$ cat src/rtl/rr_arbiter8_pkg.sv
// Shared types and widths for the 8-way round-robin arbiter.
//   state_e : arbiter FSM encodings
//   NUM_REQ : number of requesters
//   IDX_W   : width of a requester index
//   CNT_W   : width of the saturating hold counter
package rr_arbiter8_pkg;

  localparam int unsigned NUM_REQ = 8;
  localparam int unsigned IDX_W   = 3;
  localparam int unsigned CNT_W   = 8;

  typedef enum logic [1:0] {
    IDLE    = 2'd0,
    BUSY    = 2'd1,
    RELEASE = 2'd2
  } state_e;

endpackage

$ cat src/rtl/rr_arbiter8_if.sv
// Request/grant bundle between requesting units and the arbiter.
//   req         : per-requester request lines (level)
//   done        : release pulse from the current owner
//   grant       : one-hot grant, zero while nobody owns the resource
//   grant_idx   : current or most recent owner (shared-resource mux select)
//   grant_valid : resource is owned
//   timeout     : one-cycle pulse on a forced release
interface rr_arbiter8_if;
  import rr_arbiter8_pkg::*;

  logic [NUM_REQ-1:0] req;
  logic               done;
  logic [NUM_REQ-1:0] grant;
  logic [IDX_W-1:0]   grant_idx;
  logic               grant_valid;
  logic               timeout;

  // Requester side
  modport master (
    output req, done,
    input  grant, grant_idx, grant_valid, timeout
  );

  // Arbiter side
  modport slave (
    input  req, done,
    output grant, grant_idx, grant_valid, timeout
  );

endinterface

$ cat src/rtl/decoder3b8.sv
// 3-to-8 one-hot decoder.
//   in_i  : binary index
//   out_o : one-hot vector with bit in_i set
module decoder3b8 (
  input  logic [2:0] in_i,
  output logic [7:0] out_o
);

  assign out_o = 8'h01 << in_i;

endmodule

$ cat src/rtl/rr_arbiter8.sv
// Round-robin arbiter sharing one resource between 8 requesters.
// Grant is registered, held until done / request drop / MAX_HOLD expiry,
// followed by exactly one zero-grant turnaround cycle.
//   CLK, RST_N : clock and synchronous active-low reset
//   bus        : request/grant bundle (slave side)
//   MAX_HOLD   : max cycles per grant, 0..255, 0 disables the timeout
module rr_arbiter8
  import rr_arbiter8_pkg::*;
#(
  parameter int unsigned MAX_HOLD = 16
) (
  input  logic         CLK,
  input  logic         RST_N,
  rr_arbiter8_if.slave bus
);

  state_e             state_q, state_d;
  logic [IDX_W-1:0]   ptr_q, ptr_d;
  logic [IDX_W-1:0]   grant_idx_q, grant_idx_d;
  logic               grant_valid_q, grant_valid_d;
  logic [CNT_W-1:0]   hold_cnt_q, hold_cnt_d;
  logic               timeout_q, timeout_d;
  logic [IDX_W-1:0]   sel_idx_c;
  logic               hold_hit_c;
  logic [NUM_REQ-1:0] dec_out;

  // First requester at or after p, wrapping modulo NUM_REQ. The scan runs
  // from the farthest offset down so the nearest hit is written last.
  function automatic logic [IDX_W-1:0] rr_pick(input logic [NUM_REQ-1:0] r,
                                               input logic [IDX_W-1:0]   p);
    logic [IDX_W-1:0] k;
    rr_pick = p;
    for (int i = NUM_REQ - 1; i >= 0; i--) begin
      k = p + IDX_W'(i);
      if (r[k]) rr_pick = k;
    end
  endfunction

  assign sel_idx_c  = rr_pick(bus.req, ptr_q);
  assign hold_hit_c = (MAX_HOLD != 0) && (hold_cnt_q == CNT_W'(MAX_HOLD - 1));

  // State register
  always_ff @(posedge CLK) begin
    if (!RST_N) begin
      state_q       <= IDLE;
      ptr_q         <= '0;
      grant_idx_q   <= '0;
      grant_valid_q <= 1'b0;
      hold_cnt_q    <= '0;
      timeout_q     <= 1'b0;
    end else begin
      state_q       <= state_d;
      ptr_q         <= ptr_d;
      grant_idx_q   <= grant_idx_d;
      grant_valid_q <= grant_valid_d;
      hold_cnt_q    <= hold_cnt_d;
      timeout_q     <= timeout_d;
    end
  end

  // Next-state logic
  always_comb begin
    state_d       = state_q;
    ptr_d         = ptr_q;
    grant_idx_d   = grant_idx_q;
    grant_valid_d = grant_valid_q;
    hold_cnt_d    = hold_cnt_q;
    timeout_d     = 1'b0;

    case (state_q)
      IDLE, RELEASE: begin
        if (|bus.req) begin
          grant_idx_d   = sel_idx_c;
          grant_valid_d = 1'b1;
          hold_cnt_d    = '0;
          state_d       = BUSY;
        end else begin
          grant_valid_d = 1'b0;
          state_d       = IDLE;
        end
      end
      BUSY: begin
        hold_cnt_d = (hold_cnt_q == '1) ? hold_cnt_q : hold_cnt_q + CNT_W'(1);
        if (bus.done || !bus.req[grant_idx_q] || hold_hit_c) begin
          grant_valid_d = 1'b0;
          ptr_d         = grant_idx_q + IDX_W'(1);
          state_d       = RELEASE;
          // Only a pure timeout pulses; done or request drop take priority.
          timeout_d     = !bus.done && bus.req[grant_idx_q];
        end
      end
      default: begin
        grant_valid_d = 1'b0;
        state_d       = IDLE;
      end
    endcase
  end

  decoder3b8 u_dec (
    .in_i  (grant_idx_q),
    .out_o (dec_out)
  );

  assign bus.grant       = dec_out & {NUM_REQ{grant_valid_q}};
  assign bus.grant_idx   = grant_idx_q;
  assign bus.grant_valid = grant_valid_q;
  assign bus.timeout     = timeout_q;

endmodule
$ cat src/flat_wrapper.sv
// flat-port wrapper written by rule: the top's interface ports become plain ports
module rr_arbiter8_flat import rr_arbiter8_pkg::*;
#(
  parameter int unsigned MAX_HOLD = 16
)
  (CLK, RST_N, bus_req, bus_done, bus_grant, bus_grant_idx, bus_grant_valid, bus_timeout);
  rr_arbiter8_if bus_i ();
  input  logic CLK;
  input  logic RST_N;
  input wire logic [$bits(bus_i.req)-1:0] bus_req;
  input wire logic [$bits(bus_i.done)-1:0] bus_done;
  output wire logic [$bits(bus_i.grant)-1:0] bus_grant;
  output wire logic [$bits(bus_i.grant_idx)-1:0] bus_grant_idx;
  output wire logic [$bits(bus_i.grant_valid)-1:0] bus_grant_valid;
  output wire logic [$bits(bus_i.timeout)-1:0] bus_timeout;
  assign bus_i.req = bus_req;
  assign bus_i.done = bus_done;
  assign bus_grant = bus_i.grant;
  assign bus_grant_idx = bus_i.grant_idx;
  assign bus_grant_valid = bus_i.grant_valid;
  assign bus_timeout = bus_i.timeout;
  rr_arbiter8 #(.MAX_HOLD(MAX_HOLD)) u_core (.CLK(CLK), .RST_N(RST_N), .bus(bus_i));
endmodule
$ cat config.mk
export PLATFORM = sky130hd
export DESIGN_NAME = rr_arbiter8_flat
export DESIGN_NICKNAME = d
export VERILOG_FILES = /design/src/rtl/rr_arbiter8_pkg.sv /design/src/rtl/rr_arbiter8_if.sv /design/src/rtl/decoder3b8.sv /design/src/rtl/rr_arbiter8.sv /design/src/flat_wrapper.sv
export SDC_FILE = /design/constraint.sdc
export NUM_CORES = 1
export LEC_CHECK = 0
export ABC_AREA = 1
export BUFFER_PORTS_ARGS = -buffer_cell sky130_fd_sc_hd__buf_2
export CAP_MARGIN = 25
export CORE_MARGIN = 2
export CORE_UTILIZATION = 55
export CTS_BUF_LIST = sky130_fd_sc_hd__clkbuf_2 sky130_fd_sc_hd__clkbuf_4 sky130_fd_sc_hd__clkbuf_8
export CTS_CLUSTER_DIAMETER = 60
export CTS_CLUSTER_SIZE = 24
export DETAILED_ROUTE_END_ITERATION = 16
export GPL_TIMING_DRIVEN = 0
export PLACE_DENSITY = 0.77
export SLEW_MARGIN = 15
export SYNTH_ARGS = -nofsm -noshare
export SYNTH_HDL_FRONTEND = slang
export SYNTH_HIERARCHICAL = 1
export SYNTH_SLANG_ARGS = --single-unit
$ cat constraint.sdc
create_clock -name CLK -period 2.5 [get_ports CLK]
set_clock_uncertainty 0.15 [all_clocks]
set_input_delay 0.375 -clock CLK [delete_from_list [all_inputs] [get_ports CLK]]
set_output_delay 0.375 -clock CLK [all_outputs]
set_load 0.05 [all_outputs]
Word-level counts from Yosys, hierarchy flattened
Index checks and enable logic that the tools add are counted.
- output and inout bits: 13
- input bits: 11
- register bits: 18
- logic and storage cells: 81
- muxes and demuxes: 35
- $add $sub $neg: 9
- reduce and logical (&&, ||, !) cells: 13
- eq/ne operators: 7
- order comparisons: 9
- shifts and indexed selects: 1
- bitwise gates (word level): 1
- operator list (kind ; count):
    3-bit by 4-bit < comparator with 1-bit output (second input constant) ; 9
    1-bit binary-select mux with 3-bit select ; 9
    3-bit 2-to-1 mux ; 8
    8-bit 2-to-1 mux ; 2
    8-bit case mux with 2 select lines ; 1
    3-bit adder (second input constant) ; 4
    1-bit 2-to-1 mux ; 12
    8-bit by 1-bit adder with 8-bit output (second input constant) ; 1
    8-bit AND ; 1
    8-bit by 4-bit == test with 1-bit output (second input constant) ; 1
    8-bit == test (second input constant) ; 1
    8-bit OR reduction ; 1
    1-bit by 3-bit left shift with 8-bit output (first input constant) ; 1
    3-bit by 1-bit adder with 3-bit output (second input constant) ; 2
    3-bit by 2-bit adder with 3-bit output (second input constant) ; 2
    3-bit AND reduction ; 2
    2-bit by 1-bit != test with 1-bit output (second input constant) ; 2
    2-bit case mux with 2 select lines ; 1
    2-bit AND reduction ; 2
    2-bit by 1-bit == test with 1-bit output (second input constant) ; 1
    2-bit == test (second input constant) ; 1
    1-bit logical NOT ; 2
    2-bit logical NOT ; 1
    1-bit logical OR ; 2
    other kinds (6) ; 6

Logic depth before layout (Yosys ltp)
- depth in word-level cells: 11
- gate-level depth with buffers: 21
- mapped depth without buffers: 19

Hierarchy
The synthesis kept the hierarchy.
- by module, submodules not included (module ; area each (um2) ; times used ; cells each):
    rr_arbiter8 ; 1589.0 ; 1 ; 257
    decoder3b8 ; 56.3 ; 1 ; 15

Worst setup path before layout
Ideal clock, no wire load.
- kind: flip-flop to flip-flop
- start point: register u_core.ptr_q[0]
- end point: register u_core.grant_idx_q[0], in the netlist u_core/bus.grant_idx[0]
- required time: 2.236 ns
- cell stages (with the launch flop): 20
- setup time: 0.114 ns
- arrival time: 1.907 ns
- clock period less this slack: 2.172 ns
- path slack: 0.328 ns
- buffers on the path: 2
- cells stage by stage: dfxtp_1 -> buf_6 -> inv_4 -> buf_12 -> ha_1 -> inv_2 -> nand3_1 -> nand3_2 -> nand2_2 -> nand2_1 -> nand2_1 -> nand2_1 -> nand2_1 -> nand2_1 -> nand2_1 -> nand2_1 -> nand2_1 -> nand2_1 -> nand2_1 -> nand2_1
- cells in the longest elaborated chain, start to end: 11
- elaborated cells between the ends (all ways): 31
- classes of those cells: add/sub (7); mux (24)
- ends and longest elaborated chain (what ; line ; RTL):
    start, declared ; rr_arbiter8.sv:18 ; logic [IDX_W-1:0] ptr_q, ptr_d;
    start signal, assigned ; rr_arbiter8.sv:53 ; ptr_q <= ptr_d;
    3-bit adder ; rr_arbiter8.sv:34 ; k = p + IDX_W'(i);
    1-bit binary-select mux with 3-bit select ; rr_arbiter8.sv:35 ; if (r[k]) rr_pick = k;
    1-bit 2-to-1 mux (not written as such) ; rr_arbiter8.sv:35 ;
    3-bit 2-to-1 mux (7 in a row) ; rr_arbiter8.sv:35 ;
    3-bit 2-to-1 mux (*) ; rr_arbiter8.sv:35 ;
    end signal, assigned ; rr_arbiter8.sv:54 ; grant_idx_q <= grant_idx_d;
    end, declared ; rr_arbiter8.sv:19 ; logic [IDX_W-1:0] grant_idx_q, grant_idx_d;
Every way passes the cells marked *; elsewhere a longest branch is shown, timed or not. The select of a mux whose other input is x is not followed.
A chain may end at the register's enable or synchronous reset.

Worst setup path after layout
Same ends and word-level chain as after synthesis.

==> results by group <==
Critical path
  • Flop2flop setup slack: 230 ps
  • Required @ worst endpoint: 2550 ps
  • Max FO, Critical Path: 10
  • Worst reg2reg path depth: 19
  • Worst Path Arrival: 2320 ps
  • CP peak stage delay: 350 ps
  • Reg2reg start: u_core/ptr_q[0]
  • RR Endpoint: u_core/bus.grant_idx[0]
  • Startpoint Class: flip-flop
  • Most used cell, CP: nand2_1
  • Buf/Inv on CP: 4
  • Crit-path cells: buf_6 > inv_4 > buf_12 > ha_4 > inv_2 > nand3_1 > nand3_2 > nand2_2 > nand2_1 > nand2_1 > nand2_1 > nand2_1 > nand2_1 > nand2_1 > nand2_1 > nand2_1 > nand2_1 > nand2_1 > nand2_1
  • Worst path slowest cell: dfxtp_2
  • CP Capture Type: flip-flop
  • Kind of cell adding the most delay to the critical path: simple AND/OR/NAND/NOR gates
  • Kind of critical path: reg2reg

Synthesis
  • Synth top area cells: dfxtp_1 (21%), nand2_1 (19%), nand3_1 (8.8%)
  • Netlist cell types: 30
  • Ys Warns: 6
  • Mapped Cells: between 200 and 300
  • Mapped Area: about 1600 um^2
  • Synth top area share: 20.68%
  • Syn nets: 287
  • Seq/Total Area, Yosys: around 21%
  • Syn avg cell area: 6.049 um^2
  • Leading area contributor after synthesis: dfxtp_1
  • Synth Register Bits: 17

Power and ir drop
  • Combinational share of power: 60.5%
  • Worst VDD drop: 0.0004232 V
  • Pint: 0.0006007 W
  • Seq pwr share: 27.5%
  • Pwr/cell area: ~650 nW/um^2
  • Sw Pwr: 0.0006033 W
  • Switching Fraction: 50.11%
  • Leakage power: 0.9879 nW
  • Clock share of power: about an eighth

Timing
  • RSZ-0062 raised after global routing: no
  • Count of final setup violators: 0
  • Slew Limit Fails: 0
  • Final Hold Viols: 0
  • Rel. slew slack: 70.84%
  • Final worst slack: 226.9 ps
  • Period utilization: 90.92%
  • Min Tclk post-route: 2273 ps
  • Worst slew pin tran: 436.8 ps
  • Max Freq: 0.4399 GHz
  • Hold_ws: 222.4 ps

Floorplanning
  • Row Count: 19
  • Core Box Area: 2805 um^2
  • Chip width: 58.70 um
  • Die ar.: 3445 um^2
  • Initial Util: 58.65%
  • Die Y: 58.70 um
  • Number of I/O pins: 24

Global route
  • Largest net degree at the start of global routing: 14
  • Overall routing resource usage: 24.66%
  • First-pass GRT wire length: 6.672 mm
  • Met3 Use GR: 4.396%
  • Initial antenna violation count: 0
  • Grt ovf: 0
  • Vias in the first global route: between 1000 and 1500
  • M2 GR Usage: 43.66%
  • Busiest grt layer: met2
  • GR Util met1: 32.70%

Min path
  • WHS Endpoint: u_core/bus.timeout
  • Hold Startpoint: bus_done
  • Hold Crit Class: in2reg
  • Worst hold path cell count: 3

Place
  • Port Buf Inserts: 23
  • Detailed placement HPWL: 3.105 mm
  • Final RePlAce weighted congestion: 0.9403
  • Post-place setup slack: -46.64 ps

Finish
  • Multi-input logic area: between 1000 and 1500 um^2
  • Fill cells: 283
  • Commonest non-fill, non-tap cell in the layout: nand2_1
  • Layout area overhead: 12.24%
  • Layout cell share with drive strength beyond 1: 24.75%
  • Seq. cell area: roughly 340 um^2
  • Final net count: 315
  • Util after Layout: between 60% and 70%
  • Final antenna diode count: 0
  • Commonest cells after routing, fill and taps aside: nand2_1 (84), inv_1 (33), nand3_1 (28)

Route
  • DRT antenna net count: 0
  • Drt drc: 1
  • Via-per-instance ratio: 5.267
  • DRT iter0 DRCs: 73
  • Wire length per cell: 11.95 um
  • Total wire length: 3.942 mm
  • Vias: approximately 1700
  • Drt pass-1 iters: 11

CTS
  • Cts bufs inserted: 3
  • Maximum clock insertion buffer count: 2
  • Clock sinks: 17
  • H-tree lvl count: 1
  • Clk_lat worst skew: ~290 ps
  • Root Buffer: clkbuf_4
  • Setup bufs post-CTS: 0
  • Worst-path clk slew: 100 ps
  • CTS tree: done

Run
  • Max-Cap Viols: 0

Status
  • Failing checks: design-rule violations
  • Status: finished, violations left
==> cells by family (layout without fill, tap and decap cells) <==
| family | count (synthesis) | count (layout) | share of synthesized area, % |
|---|---|---|---|
| compound gates | 32 | 32 | 10.57 |
| xor+xnor | 5 | 5 | 3.119 |
| buf+inv | 46 | 73 | 12.85 |
| fa+ha+maj | 4 | 4 | 3.042 |
| flops | 17 | 17 | 20.68 |
| simple gates | 168 | 168 | 49.73 |
==> worst reg2reg max path: cells and delay by family, from the launching register on <==
family / cells / cell delay [ps]
flops: 1 / 350
simple gates: 14 / 960
buf+inv: 4 / 440
fa+ha+maj: 1 / 320
==> cell usage after synthesis <==
library cell   n
nor2_2         3
nand2_4        3
clkinv_2       1
nor2_1        18
nand3b_1       2
a211oi_1       1
o211ai_1       2
nand2_2       11
nand2_1       84
xor2_1         1
nor3_1         3
nand3_1       29
a31oi_1        2
buf_6          1
buf_12         1
inv_4          1
xor2_2         1
xnor2_1        3
nand3_2       12
or2_1          1
a21oi_1       17
inv_2          6
nor4_1         2
a21oi_2        1
o21ai_0        8
o21ai_1        1
ha_1           4
dfxtp_1       17
buf_4          3
inv_1         33
==> metal layers <==
metal,wire length (um),vias up
met5,0,-
met4,46,0
met3,186,6
met2,1860,37
met1,1848,771
li1,-,924
==> stage by stage <==
stage	instances	area (um^2)	setup TNS [ps]	power (W)
floorplan	272	1645	0	0.0009003
finish	330	1847	0	0.001204
CTS	330	1829	0	0.001189
global route	330	1847	0	0.001318
detailed placement	326	1799	-46.64	0.001041
global placement	326	1799	-37.64	0.001035
==> sequential cells by signal, indices dropped and copies added, names as in the netlist <==
register,flops
u_core/bus.grant_idx,3
u_core/bus.grant_valid,1
u_core/bus.timeout,1
u_core/hold_cnt_q,8
u_core/ptr_q,3
u_core/state_q,1
==> cell type report <==
class / count / share of cell area (%)
Clock buffer: 3 / 1.220
Buffer: 5 / 2.913
Sequential cell: 17 / 18.50
Timing Repair Buffer: 23 / 6.233
Clock inverter: 1 / 0.2710
Multi-Input combinational cell: 209 / 60.16
Inverter: 41 / 8.604
Tap cell: 31 / 2.100
==> power groups by stage <==
| stage | clock network [W] | logic, W | registers (W) |
|---|---|---|---|
| floorplan | 0 | 0.000530 | 0.000371 |
| global placement | 0 | 0.000699 | 0.000336 |
| detailed placement | 0 | 0.000706 | 0.000336 |
| CTS | 0.000147 | 0.000712 | 0.000330 |
| global route | 0.000164 | 0.000817 | 0.000336 |
| finish | 0.000144 | 0.000729 | 0.000331 |
==> what timing repair did <==
action,in CTS,in global routing
hold buffers,0,0
gates resized for setup,1,4
endpoints found under the setup margin,1,3
==> how the worst max path moves through the flow <==
stage	from	end	slack, ps	cells after the start
CTS	u_core/ptr_q[1]	u_core/bus.grant_idx[0]	2	18
finish	u_core/ptr_q[0]	u_core/bus.grant_idx[0]	230	19
global placement	u_core/ptr_q[1]	u_core/bus.grant_idx[0]	-40	18
detailed placement	u_core/ptr_q[1]	u_core/bus.grant_idx[0]	-50	18
floorplan	u_core/ptr_q[0]	u_core/bus.grant_idx[0]	330	19
global route	u_core/ptr_q[0]	u_core/bus.grant_idx[0]	40	19
No activity file was read; power rests on OpenSTA's default activity.
